$ cat config.mk
export PLATFORM = sky130hd
export DESIGN_NAME = rename_alloc_ctrl
export DESIGN_NICKNAME = d
export VERILOG_FILES = /design/src/rtl/rename_pkg.sv /design/src/rtl/rename_alloc_ctrl_rr_pick2.sv /design/src/rtl/rename_alloc_ctrl.sv
export SDC_FILE = /design/constraint.sdc
export NUM_CORES = 1
export LEC_CHECK = 0
export CAP_MARGIN = 15
export CORE_ASPECT_RATIO = 0.7
export CORE_MARGIN = 4
export CORE_UTILIZATION = 45
export CTS_CLUSTER_SIZE = 8
export DETAILED_ROUTE_END_ITERATION = 10
export PLACE_DENSITY = 0.86
export SYNTH_ARGS = -nofsm -noshare
export SYNTH_HDL_FRONTEND = slang
export SYNTH_SLANG_ARGS = --single-unit
$ cat constraint.sdc
create_clock -name Clk -period 5 [get_ports Clk]
set_input_delay 1 -clock Clk [delete_from_list [all_inputs] [get_ports Clk]]
set_output_delay 1 -clock Clk [all_outputs]
set_load 0.02 [all_outputs]
$ cat src/rtl/rename_pkg.sv
`default_nettype none
// ============================================================================
//  Module      : rename_pkg
//  Description : Shared constants, FSM encoding and bank-index helper for the
//                rename freelist allocation controller.
//  Revision    : 1.0 - initial release
// ============================================================================
package rename_pkg;

    localparam int NBANK = 4;
    localparam int PREGW = 7;
    localparam int BANKW = $clog2(NBANK);

    localparam logic [1:0] ST_RUN     = 2'd0;
    localparam logic [1:0] ST_FLUSH   = 2'd1;
    localparam logic [1:0] ST_RECOVER = 2'd2;

    // A physical tag lives in the bank selected by its low index bits.
    function automatic logic [BANKW-1:0] bank_of(input logic [PREGW-1:0] preg);
        return preg[BANKW-1:0];
    endfunction

endpackage
`default_nettype wire

$ cat src/rtl/rename_alloc_ctrl_rr_pick2.sv
`default_nettype none
// ============================================================================
//  Module      : rr_pick2
//  Description : Round-robin scan of a bank empty mask from a start pointer,
//                returning the first and second non-empty banks.
//  Revision    : 1.0 - initial release
// ============================================================================
module rr_pick2 #(
    parameter int NBANK = 4,
    parameter int BW    = $clog2(NBANK)
) (
    input  logic [NBANK-1:0] i_empty,
    input  logic [BW-1:0]    i_start,
    output logic             o_first_vld,
    output logic [BW-1:0]    o_first_idx,
    output logic             o_second_vld,
    output logic [BW-1:0]    o_second_idx
);

    logic [BW-1:0] w_idx;

    // Walk banks start, start+1, ... (wrapping); take the first two non-empty.
    always_comb begin
        o_first_vld  = 1'b0;
        o_first_idx  = '0;
        o_second_vld = 1'b0;
        o_second_idx = '0;
        w_idx        = '0;
        for (int k = 0; k < NBANK; k++) begin
            w_idx = i_start + BW'(k);
            if (!i_empty[w_idx]) begin
                if (!o_first_vld) begin
                    o_first_vld = 1'b1;
                    o_first_idx = w_idx;
                end else if (!o_second_vld) begin
                    o_second_vld = 1'b1;
                    o_second_idx = w_idx;
                end
            end
        end
    end

endmodule
`default_nettype wire

$ cat src/rtl/rename_alloc_ctrl.sv
`default_nettype none
// ============================================================================
//  Module      : rename_alloc_ctrl
//  Description : Shares four rename freelist banks between two rename lanes:
//                round-robin allocation from distinct banks, commit release
//                routing to the owning bank, and flush/clean/settle recovery.
//  Revision    : 1.0 - initial release
// ============================================================================
module rename_alloc_ctrl
    import rename_pkg::*;
#(
    parameter int NBANK      = rename_pkg::NBANK,
    parameter int PREGW      = rename_pkg::PREGW,
    parameter int FLUSH_WAIT = 2
) (
    input  logic                   Clk,
    input  logic                   Rest,
    input  logic [1:0]             AllocReq,
    output logic [1:0]             AllocGnt,
    output logic [2*PREGW-1:0]     AllocPreg,
    output logic                   AllocStall,
    input  logic [NBANK*PREGW-1:0] BankPreOut,
    input  logic [NBANK-1:0]       BankEmpty,
    output logic [NBANK-1:0]       BankRable,
    input  logic [1:0]             RelValid,
    input  logic [2*PREGW-1:0]     RelPreg,
    output logic [1:0]             RelReady,
    output logic [NBANK-1:0]       BankWable,
    output logic [NBANK*PREGW-1:0] BankDin,
    input  logic                   FlushReq,
    output logic [NBANK-1:0]       BankClean,
    output logic                   Busy
);

    localparam int c_BW    = $clog2(NBANK);
    localparam int c_WAITW = (FLUSH_WAIT > 0) ? $clog2(FLUSH_WAIT + 1) : 1;
    localparam logic [c_WAITW-1:0] c_WAIT_INIT = c_WAITW'(FLUSH_WAIT);

    logic [1:0]         r_state;
    logic [1:0]         w_state_nxt;
    logic [c_BW-1:0]    r_rr_ptr;
    logic [c_BW-1:0]    w_rr_nxt;
    logic [c_WAITW-1:0] r_wait_cnt;
    logic [c_WAITW-1:0] w_wait_nxt;

    logic               w_run;
    logic               w_flush;
    logic               w_first_vld;
    logic [c_BW-1:0]    w_first_idx;
    logic               w_second_vld;
    logic [c_BW-1:0]    w_second_idx;
    logic [1:0]         w_gnt;
    logic [c_BW-1:0]    w_lane_bank [2];
    logic [c_BW-1:0]    w_rel_bank  [2];
    logic [1:0]         w_rel_acc;

    // Outputs are gated by Rest so they drop as soon as reset is asserted.
    assign w_run   = (r_state == ST_RUN)   && !Rest;
    assign w_flush = (r_state == ST_FLUSH) && !Rest;

    rr_pick2 #(
        .NBANK (NBANK),
        .BW    (c_BW)
    ) u_pick (
        .i_empty      (BankEmpty),
        .i_start      (r_rr_ptr),
        .o_first_vld  (w_first_vld),
        .o_first_idx  (w_first_idx),
        .o_second_vld (w_second_vld),
        .o_second_idx (w_second_idx)
    );

    // Lane grants: an idle lane 0 hands its scan slot to lane 1 (in-order rule).
    always_comb begin
        w_gnt          = 2'b00;
        w_lane_bank[0] = w_first_idx;
        w_lane_bank[1] = AllocReq[0] ? w_second_idx : w_first_idx;
        if (w_run) begin
            if (AllocReq[0]) begin
                w_gnt[0] = w_first_vld;
                w_gnt[1] = AllocReq[1] && w_first_vld && w_second_vld;
            end else begin
                w_gnt[1] = AllocReq[1] && w_first_vld;
            end
        end
    end

    // Pop strobes and tag muxing for the granted lanes.
    always_comb begin
        AllocGnt  = w_gnt;
        AllocPreg = '0;
        BankRable = '0;
        for (int l = 0; l < 2; l++) begin
            if (w_gnt[l]) begin
                BankRable[w_lane_bank[l]]       = 1'b1;
                AllocPreg[l*PREGW +: PREGW]     = BankPreOut[w_lane_bank[l]*PREGW +: PREGW];
            end
        end
        AllocStall = !Rest && (|(AllocReq & ~w_gnt));
    end

    // Release routing: lane 1 yields when lane 0 hits the same bank.
    always_comb begin
        for (int l = 0; l < 2; l++) begin
            w_rel_bank[l] = bank_of(RelPreg[l*PREGW +: PREGW]);
        end
        RelReady[0] = w_run;
        RelReady[1] = w_run && !(RelValid[0] && (w_rel_bank[0] == w_rel_bank[1]));
        w_rel_acc   = RelValid & RelReady;
        BankWable   = '0;
        BankDin     = '0;
        for (int l = 0; l < 2; l++) begin
            if (w_rel_acc[l]) begin
                BankWable[w_rel_bank[l]]               = 1'b1;
                BankDin[w_rel_bank[l]*PREGW +: PREGW]  = RelPreg[l*PREGW +: PREGW];
            end
        end
    end

    // Flush status outputs.
    always_comb begin
        BankClean = {NBANK{w_flush}};
        Busy      = (r_state != ST_RUN) && !Rest;
    end

    // Next-state, settle counter and round-robin pointer.
    always_comb begin
        w_state_nxt = r_state;
        w_wait_nxt  = r_wait_cnt;
        w_rr_nxt    = r_rr_ptr;
        if (w_gnt[1]) begin
            w_rr_nxt = w_lane_bank[1] + c_BW'(1);
        end else if (w_gnt[0]) begin
            w_rr_nxt = w_lane_bank[0] + c_BW'(1);
        end
        case (r_state)
            ST_RUN: begin
                if (FlushReq) begin
                    w_state_nxt = ST_FLUSH;
                end
            end
            ST_FLUSH: begin
                w_rr_nxt    = '0;
                w_wait_nxt  = c_WAIT_INIT;
                w_state_nxt = (FLUSH_WAIT == 0) ? ST_RUN : ST_RECOVER;
            end
            ST_RECOVER: begin
                if (r_wait_cnt != '0) begin
                    w_wait_nxt = r_wait_cnt - c_WAITW'(1);
                end
                if (FlushReq) begin
                    w_state_nxt = ST_FLUSH;
                end else if (r_wait_cnt <= c_WAITW'(1)) begin
                    w_state_nxt = ST_RUN;
                end
            end
            default: begin
                w_state_nxt = ST_RUN;
            end
        endcase
    end

    // State register.
    always_ff @(posedge Clk or posedge Rest) begin
        if (Rest) begin
            r_state    <= ST_RUN;
            r_rr_ptr   <= '0;
            r_wait_cnt <= '0;
        end else begin
            r_state    <= w_state_nxt;
            r_rr_ptr   <= w_rr_nxt;
            r_wait_cnt <= w_wait_nxt;
        end
    end

endmodule
`default_nettype wire

==> flow_results.org, run 1 <==
** Outcome
- Run status :: finished, final reports clean

** Power
- Post-layout power :: 1048 uW
- For this design the ratio of total power to cell area is 276.6 mW/mm^2.
- For this design the static power due to leakage is 0.001741 uW.
- VDD IR max :: 0.0001944 V

** STA
- Final Hold Slack :: 542.6 ps
- Total count of max-transition violations in the final report :: 0
- Setup repair after global routing left no endpoint under its margin.
- After layout, the worst path uses 97.22% of the clock period.
- Endpoints failing setup :: 0
- Post-Route Skew :: 0.6797 ps
- Static timing analysis puts the maximum clock frequency at 205.7 MHz.
- The final number of hold-violating endpoints was 0.
- Subtracting the final worst setup slack from the clock period gives 4861 ps.

** Finish
- For this run, the share of the core covered by cells in the final layout is 71.69%.
- Net count reported at finish :: 510
- Filler cells :: 400
- 0 antenna diodes ended up in the layout.
- Non-filler instance count after layout :: 510
- Proportion of layout cells with a drive suffix above 1 :: 18.26%
- Compared with the post-synthesis result, the final layout area differs by 52.62%.

** Route
- For this run, the detailed router's first-pass iteration total came to 5.
- The final layout contains routed wiring with a total length of 8253 um.
- Initial drt markers :: 168
- Remaining antenna violation count after routing :: 0
- Routed via count :: 2996
- DRC violations left :: 0
- Average vias per placed instance :: 5.875
- Average routed wire per standard cell :: 16.18 um

** Global route
- The first global-routing pass estimated 13590 um of wire.
- GRT Residual Overflow :: 0
- The initial antenna violation count came to 0.
- GRT Max-Usage Layer :: met2
- Met3 routing resource usage after global routing :: 3.194%
- Across every metal layer, demand over resource in global routing totals 22.75%.
- Largest net degree at the start of global routing :: 25
- Vias in the first global route :: 2871
- Met2 Use GR :: 37.84%
- For met1 alone, demand over resource in global routing was 31.28%.

** Synthesis
- Yosys mapped a number of flops with a built-in enable equal to 0.
- Commonest register cell after synthesis :: sky130_fd_sc_hd__dfrtp_1
- Counting flops and latches in the post-synthesis netlist gives 6.
- For this run, the number of Yosys warnings is 0.
- Number of cells produced by synthesis :: 330
- Post-Synthesis Mean Instance Area :: 7.522 um^2
- Sequential cells were found to cover 6.048% of the synthesized design area.
- In this run the cell area of the synthesized design comes to 0.002482 mm^2.
- Async set-reset flop share out of synthesis :: 100.0%
- Count of different cell masters after synthesis :: 65

** Floorplanning
- Die height :: 70.14 um
- Measured along the x axis, the die boundary spans 96.77 um.
- The floorplan step defined a core boundary enclosing 0.005285 mm^2.
- Die footprint :: 0.006787 mm^2
- 113 I/O pins were placed.
- After floorplanning, the core was divided into 22 placement rows.
- Once the floorplan was initialized, standard cells occupied 46.97% of the core.

** Placed design
- Including well taps, the total number of placed cells is 502.
- The count of buffers added on input and output ports is 110.
- Detailed placement ended at an HPWL of 6331 um.
- Routability-driven placement finished with a final weighted congestion of 0.8488.

** Clock network
- The root buffer cell chosen for the clock tree is sky130_fd_sc_hd__clkbuf_8.
- Number of sinks driven by the clock tree :: 6
- TritonCTS built the clock tree.
- Hold_buf cts :: 0
- CTS H-tree depth :: 1
- CTS Buffer Depth :: 2
- In this run, CTS created clock tree buffers numbering 3.
- Clock-pin slew was measured on the worst setup and hold paths at 40 ps.
- For the worst-skew pair, the clock arrives at the later sink with an insertion delay of 220 ps.

** Setup path
- At the worst endpoint, the required time is 4000 ps.
- The endpoint identified for the worst register-to-register timing path is r_rr_ptr[1].
- STA classifies the critical path endpoint as an output pin.
- Kind of start point of the critical path :: input pin
- Of all nets on the critical path, the largest fanout is 20.
- Path type of the worst setup path :: in2out
- R2R setup slack :: 2500 ps
- Worst R2R Path Depth :: 8
- Critical path data arrival time :: 3860 ps
- The worst register-to-register path begins at r_state[0].

** Hold path
- Number of cells traversed by the worst hold path :: 1
- End of the worst hold path :: r_state[0]
- Class of the worst hold path :: reg2reg
- The startpoint identified for the worst hold timing path is r_state[0].

** Job
- The tool flagged a number of max-cap violations equal to 0.
[worst max path at each step]
| stage | start | slack (ps) | cells past startpoint | endpoint |
|---|---|---|---|---|
| 3_3_place_gp | BankEmpty[3] | 50 | 13 | AllocPreg[8] |
| 5_1_grt | BankEmpty[3] | 40 | 10 | AllocPreg[5] |
| 3_5_place_dp | BankEmpty[3] | -10 | 12 | AllocPreg[8] |
| 4_1_cts | BankEmpty[3] | 20 | 12 | AllocPreg[8] |
| 2_1_floorplan | BankEmpty[3] | 710 | 10 | AllocPreg[0] |
| 6_report | BankEmpty[3] | 140 | 10 | AllocPreg[5] |
[worst max-delay path: stages]
cell and delay (ps):
sky130_fd_sc_hd__clkdlybuf4s50_1 430, sky130_fd_sc_hd__mux4_2 470, sky130_fd_sc_hd__inv_1 90, sky130_fd_sc_hd__ha_1 230
sky130_fd_sc_hd__mux2_4 280, sky130_fd_sc_hd__o21ai_4 190, sky130_fd_sc_hd__buf_6 230, sky130_fd_sc_hd__nor2_1 70
sky130_fd_sc_hd__a211oi_1 200, sky130_fd_sc_hd__clkdlybuf4s50_1 640
[repair_timing]
action / 4_1_cts / 5_1_grt
resized for setup: 0 / 23
buffers inserted: 2 / 2
gates cloned: 0 / 1
endpoints found under the setup margin: 2 / 20
[registers in the layout, indices dropped and copies added, names as in the netlist]
register    count
r_state         2
r_rr_ptr        2
r_wait_cnt      2
[where the power goes]
group	switching [uW]	internal, uW	total, uW	leakage (uW)
combinational	489	406	895	0.00164
sequential	15.4	65.5	80.9	0.0000745
clock	20.8	51.7	72.5	0.0000216
total	525	523	1050	0.00174
[per-layer routing]
| metal | share of wire (%) | routed length [um] | vias to the layer above |
|---|---|---|---|
| met5 | 0 | 0 | - |
| met4 | 1.3 | 108 | 0 |
| met3 | 7.0 | 578 | 14 |
| met2 | 47 | 3859 | 142 |
| met1 | 45 | 3706 | 1404 |
| li1 | - | - | 1436 |
[per-stage QoR]
stage / area [um^2] / TNS (ps) / setup WS [ps]
2_1_floorplan: 2486 / 0 / 709.4
5_1_grt: 3789 / 0 / 35.18
3_5_place_dp: 3631 / -10.77 / -10.77
6_report: 3789 / 0 / 138.9
3_3_place_gp: 3631 / 0 / 46.48
4_1_cts: 3687 / 0 / 18.76
[final cells by class]
type	instances	area [um^2]	share of cell area, %
multi-input cells	277	2088	55.12
repair buffers	135	1355	35.77
flip-flops and latches	6	150.1	3.963
well taps	72	90.09	2.378
inverters	17	63.81	1.684
clock buffers	3	41.29	1.090
[synth_stat cells (7+ instances only)]
library cell | count | share of area [%]
sky130_fd_sc_hd__nand3_1 | 18 | 3.6
sky130_fd_sc_hd__a21oi_1 | 16 | 3.2
sky130_fd_sc_hd__o21ai_1 | 7 | 1.4
sky130_fd_sc_hd__a31o_1 | 7 | 2.5
sky130_fd_sc_hd__nor2_1 | 20 | 3.0
sky130_fd_sc_hd__o21ai_0 | 19 | 3.8
sky130_fd_sc_hd__nor3_2 | 13 | 5.2
sky130_fd_sc_hd__buf_4 | 17 | 5.1
sky130_fd_sc_hd__a211oi_1 | 8 | 2.4
sky130_fd_sc_hd__mux2_2 | 9 | 4.1
sky130_fd_sc_hd__a22o_1 | 16 | 5.6
sky130_fd_sc_hd__ha_1 | 17 | 8.6
sky130_fd_sc_hd__nand2_1 | 40 | 6.0
sky130_fd_sc_hd__mux2i_1 | 10 | 4.0
sky130_fd_sc_hd__inv_1 | 14 | 2.1
[layout by cell type (no fill, tap or decap), types with 6 or more instances in the layout]
cell,count
sky130_fd_sc_hd__o21ai_1,7
sky130_fd_sc_hd__nand2_1,40
sky130_fd_sc_hd__clkdlybuf4s50_1,95
sky130_fd_sc_hd__inv_1,14
sky130_fd_sc_hd__nor3_2,13
sky130_fd_sc_hd__nor2_1,20
sky130_fd_sc_hd__a211oi_1,7
sky130_fd_sc_hd__ha_1,17
sky130_fd_sc_hd__mux2_2,9
sky130_fd_sc_hd__nand3_1,18
sky130_fd_sc_hd__a22o_1,16
sky130_fd_sc_hd__mux2i_1,10
sky130_fd_sc_hd__buf_4,22
sky130_fd_sc_hd__dlymetal6s2s_1,15
sky130_fd_sc_hd__a31o_1,7
sky130_fd_sc_hd__dfrtp_1,6
sky130_fd_sc_hd__a21oi_1,16
sky130_fd_sc_hd__o21ai_0,19
[cell families after synthesis]
| kind of cell | count (synthesis) | synth area share [%] |
|---|---|---|
| AOI/OAI and AO/OA | 102 | 31.05 |
| xor gates and xnor gates | 4 | 1.412 |
| adders and majority gates | 17 | 8.568 |
| buffers and inverters | 49 | 11.79 |
| DFF | 6 | 6.048 |
| muxes | 23 | 11.44 |
| other | 1 | 0.1511 |
| and+or+nand+nor | 128 | 29.54 |
Power figures use the tool's default switching activity.
==> inputs of run 2 (changes only) <==
PLACE_DENSITY = 0.88   (was 0.86)
SYNTH_HIERARCHICAL = 1   (was not set)
==> flow_results.org, run 2 <==
** Global route
- Vias in the first global route :: 2514
- Overall Global Routing Usage :: 23.69%
- The first global-routing pass estimated 12100 um of wire.
- The initial antenna violation count is 0.
- After global routing the overflow that remains totals 0.
- Largest net degree at the start of global routing :: 19

** Finish
- Most common cell after layout, fill and taps aside :: sky130_fd_sc_hd__clkdlybuf4s50_1
- Area growth from synthesis to layout :: 56.46%
- Leaving out filler cells and counting taps, the final layout contains 463.
- Filler cells :: 369
- Util after Layout :: 73.37%
- The number of antenna diodes in the final layout is 0.
- In the final layout, the registers with the most flip-flops are r_rr_ptr: 2 flops, r_state: 2 flops, r_wait_cnt: 2 flops.
- Net count reported at finish :: 466
- With fillers left out, the area of the finished cells amounts to 0.003547 mm^2.
- Commonest cells after routing, fill and taps aside :: 92 x sky130_fd_sc_hd__clkdlybuf4s50_1, 34 x sky130_fd_sc_hd__nand2_1, 24 x sky130_fd_sc_hd__buf_4
- In the final layout, the share of cells above drive strength 1 is 16.75%.

** Synthesis
- Number of cells produced by synthesis :: 284
- Counting flops with an async set or reset pin after synthesis yields a share of 100.0%.
- Synthesized-area fraction occupied by adder cells :: 9.382%
- The portion of synthesized area spent on multiplexers is 21.36%.
- Cell types with the highest counts after synthesis :: 34 x sky130_fd_sc_hd__nand2_1, 21 x sky130_fd_sc_hd__inv_1, 17 x sky130_fd_sc_hd__ha_1
- Combinational family with the most area after synthesis :: simple AND/OR/NAND/NOR gates
- Commonest register cell after synthesis :: sky130_fd_sc_hd__dfrtp_1
- Synth Area in Compound Gates :: 22.79%
- Total of flip-flops plus latches after synthesis :: 6
- The most common cell in the synthesized netlist is sky130_fd_sc_hd__nand2_1.
- Post-Synthesis Mean Instance Area :: 7.983 um^2
- XOR/XNOR share of the synthesized area :: 2.318%
- Post-synth EDFFs :: 0
- Portion of synthesized cell area occupied by the leading cell type :: 15.89%
- Ranking of synthesized cells by area :: sky130_fd_sc_hd__mux4_2 16%, sky130_fd_sc_hd__ha_1 9.4%, sky130_fd_sc_hd__dfrtp_1 6.6%
- Sequential area share after synthesis :: 6.623%
- Simple-gate share of the synthesized area :: 26.38%
- The biggest area contributor in the post-synthesis netlist is sky130_fd_sc_hd__mux4_2.
- Post-synthesis cell area :: 0.002267 mm^2
- The Yosys step of the flow raised 6 warnings.
- After synthesis, the netlist uses 58 different library cells.

** Power
- Pwr per Cell Area :: 257.2 mW/mm^2
- VDD IR max :: 0.0001977 V
- The completed layout was analyzed and its total power is 912.4 uW.
- Leakage :: 0.001587 uW

** STA
- Of the available clock period, the critical path in the final layout requires 94.69%.
- Post-route minimum period :: 4734 ps
- In this run the tightest slew margin relative to its limit is 63.32%.
- Post-Route Skew :: 1.030 ps
- Endpoints failing setup :: 0
- RSZ-0062 raised after global routing :: no
- Count of final hold-check violations :: 0
- Final Hold Slack :: 541.7 ps
- The total count of max-transition violations in the final report is 0.
- At the pin with the least slew margin, the transition time is 549.2 ps.
- Timing-limited maximum frequency :: 211.2 MHz

** Outcome
- Run status :: finished, final reports clean

** Clock network
- CTS buffer count :: 3
- TritonCTS clock tree :: yes
- CTS root buf :: sky130_fd_sc_hd__clkbuf_8
- Hold_buf cts :: 0
- CTS Buffer Depth :: 2
- Number of sinks driven by the clock tree :: 6
- Clock latency at the later pin of the worst-skew pair :: 220 ps
- After clock tree synthesis, the clock-pin slew on the worst setup and hold paths is 40 ps.
- CTS built an H-tree with a depth of 1.

** Placed design
- Routability-driven placement finished with a final weighted congestion of 0.8951.
- The placed instances occupy a cell area of 0.003466 mm^2.
- Including well taps, the total number of placed cells is 457.
- Final HPWL from detailed placement :: 6288 um
- In this run the tool buffered the top-level ports with 110 buffer cells.

** Floorplanning
- IO Pins :: 113
- Die extent in x :: 92.84 um
- The die is 67.39 um tall.
- Core footprint :: 0.004835 mm^2
- Number of cell rows :: 21
- The floorplan step defined a die boundary enclosing 0.006256 mm^2.
- For this configuration, the core starts out at a cell density of 46.89%.

** Setup path
- The critical path is of the in2out type.
- Critical path data arrival time :: 3730 ps
- The worst setup path is captured at an output pin.
- STA classifies the critical path startpoint as an input pin.
- Maximum fanout along the worst path :: 7
- STA puts the critical path data required time at 4000 ps.

** Route
- Routed via count :: 2613
- In the final routed layout, each cell accounts on average for 16.62 um.
- DRC violations left :: 0
- Using the TritonRoute via totals, the vias-per-cell ratio works out to 5.644.
- After the first detailed-routing iteration, the DRC count stood at 271.
- Initial DRT Pass Iterations :: 4
- Total routed wirelength :: 7693 um
- Remaining antenna violation count after routing :: 0

** Job
- Max-cap violations :: 0

** Hold path
- The path class of the tightest hold or removal check is reg2reg.
-- run 2: cell types whose count changed after synthesis, sizes merged, moves of 6 or more --
cell and change:
o21ai -13, nor3 -11, a31o -6, and2 +7, a211oi -9, mux4 +14, buf -8, mux2 -10
nor2 -9, a22o -6, nand3 -7
-- run 2: per-layer routing --
| metal | track usage (%) | wire, um |
|---|---|---|
| met5 | 0 | 0 |
| met3 | 1.448 | 497 |
| met2 | 40.45 | 3768 |
| met1 | 33.81 | 3342 |
| met4 | 4.022 | 85 |
-- run 2: what timing repair did --
action	4_1_cts	5_1_grt
endpoints found under the hold margin	0	0
setup buffers	1	1
pin swaps	0	1
setup endpoints to repair	13	11
cloned	0	1
resized for setup	22	13
-- run 2: logic make-up (layout without fill, tap and decap cells) --
group	count (synthesis)	after routing
simple gates	107	107
compound gates	69	69
buf+inv	50	159
mux	28	28
fa+ha+maj	17	17
xor+xnor	6	6
flops	6	6
other cells	1	2
-- run 2: worst max-delay path, stage by stage --
cell	delay, ps
sky130_fd_sc_hd__clkdlybuf4s50_1	640
sky130_fd_sc_hd__inv_1	110
sky130_fd_sc_hd__ha_1	350
sky130_fd_sc_hd__nor2b_1	160
sky130_fd_sc_hd__nand2_1	80
sky130_fd_sc_hd__a2111oi_2	580
sky130_fd_sc_hd__a22o_1	200
sky130_fd_sc_hd__clkdlybuf4s50_1	610
-- run 2: through the flow --
| step | TNS, ps | worst slack, ps |
|---|---|---|
| after floorplan | 0 | 203.2 |
| after global placement | -968.8 | -165.3 |
| after detailed placement | -1659 | -248.5 |
| after CTS | -16.47 | -16.47 |
| after global routing | 0 | 81.60 |
| final | 0 | 265.6 |
-- run 2: area by class of cell --
class                           count  area, um^2  area share, %
Timing Repair Buffer              135        1308          36.86
Multi-Input combinational cell    229        1883          53.09
Inverter                           21       78.83          2.222
Clock buffer                        3       41.29          1.164
Sequential cell                     6       150.1          4.233
Tap cell                           69       86.33          2.434
-- run 2: final timing paths --
path / start / endpoint / slack [ps] / depth (start not counted)
min: r_wait_cnt[1] / r_wait_cnt[1] / 540 / 1
max in group asynchronous: Rest / r_wait_cnt[0] / 3590 / 3
min reg2reg: r_wait_cnt[1] / r_wait_cnt[1] / 540 / 1
min in group asynchronous: Rest / r_state[1] / 1220 / 3
max reg2reg: r_rr_ptr[0] / r_rr_ptr[1] / 2210 / 12
max: RelPreg[0] / BankDin[24] / 270 / 8
-- run 2: where the power goes --
group	total, uW	internal, uW	leakage (uW)	switching [uW]
logic	751	406	0.00149	345
clock network	70.6	51.6	0.0000216	19.1
registers	90.9	65.2	0.0000735	25.7
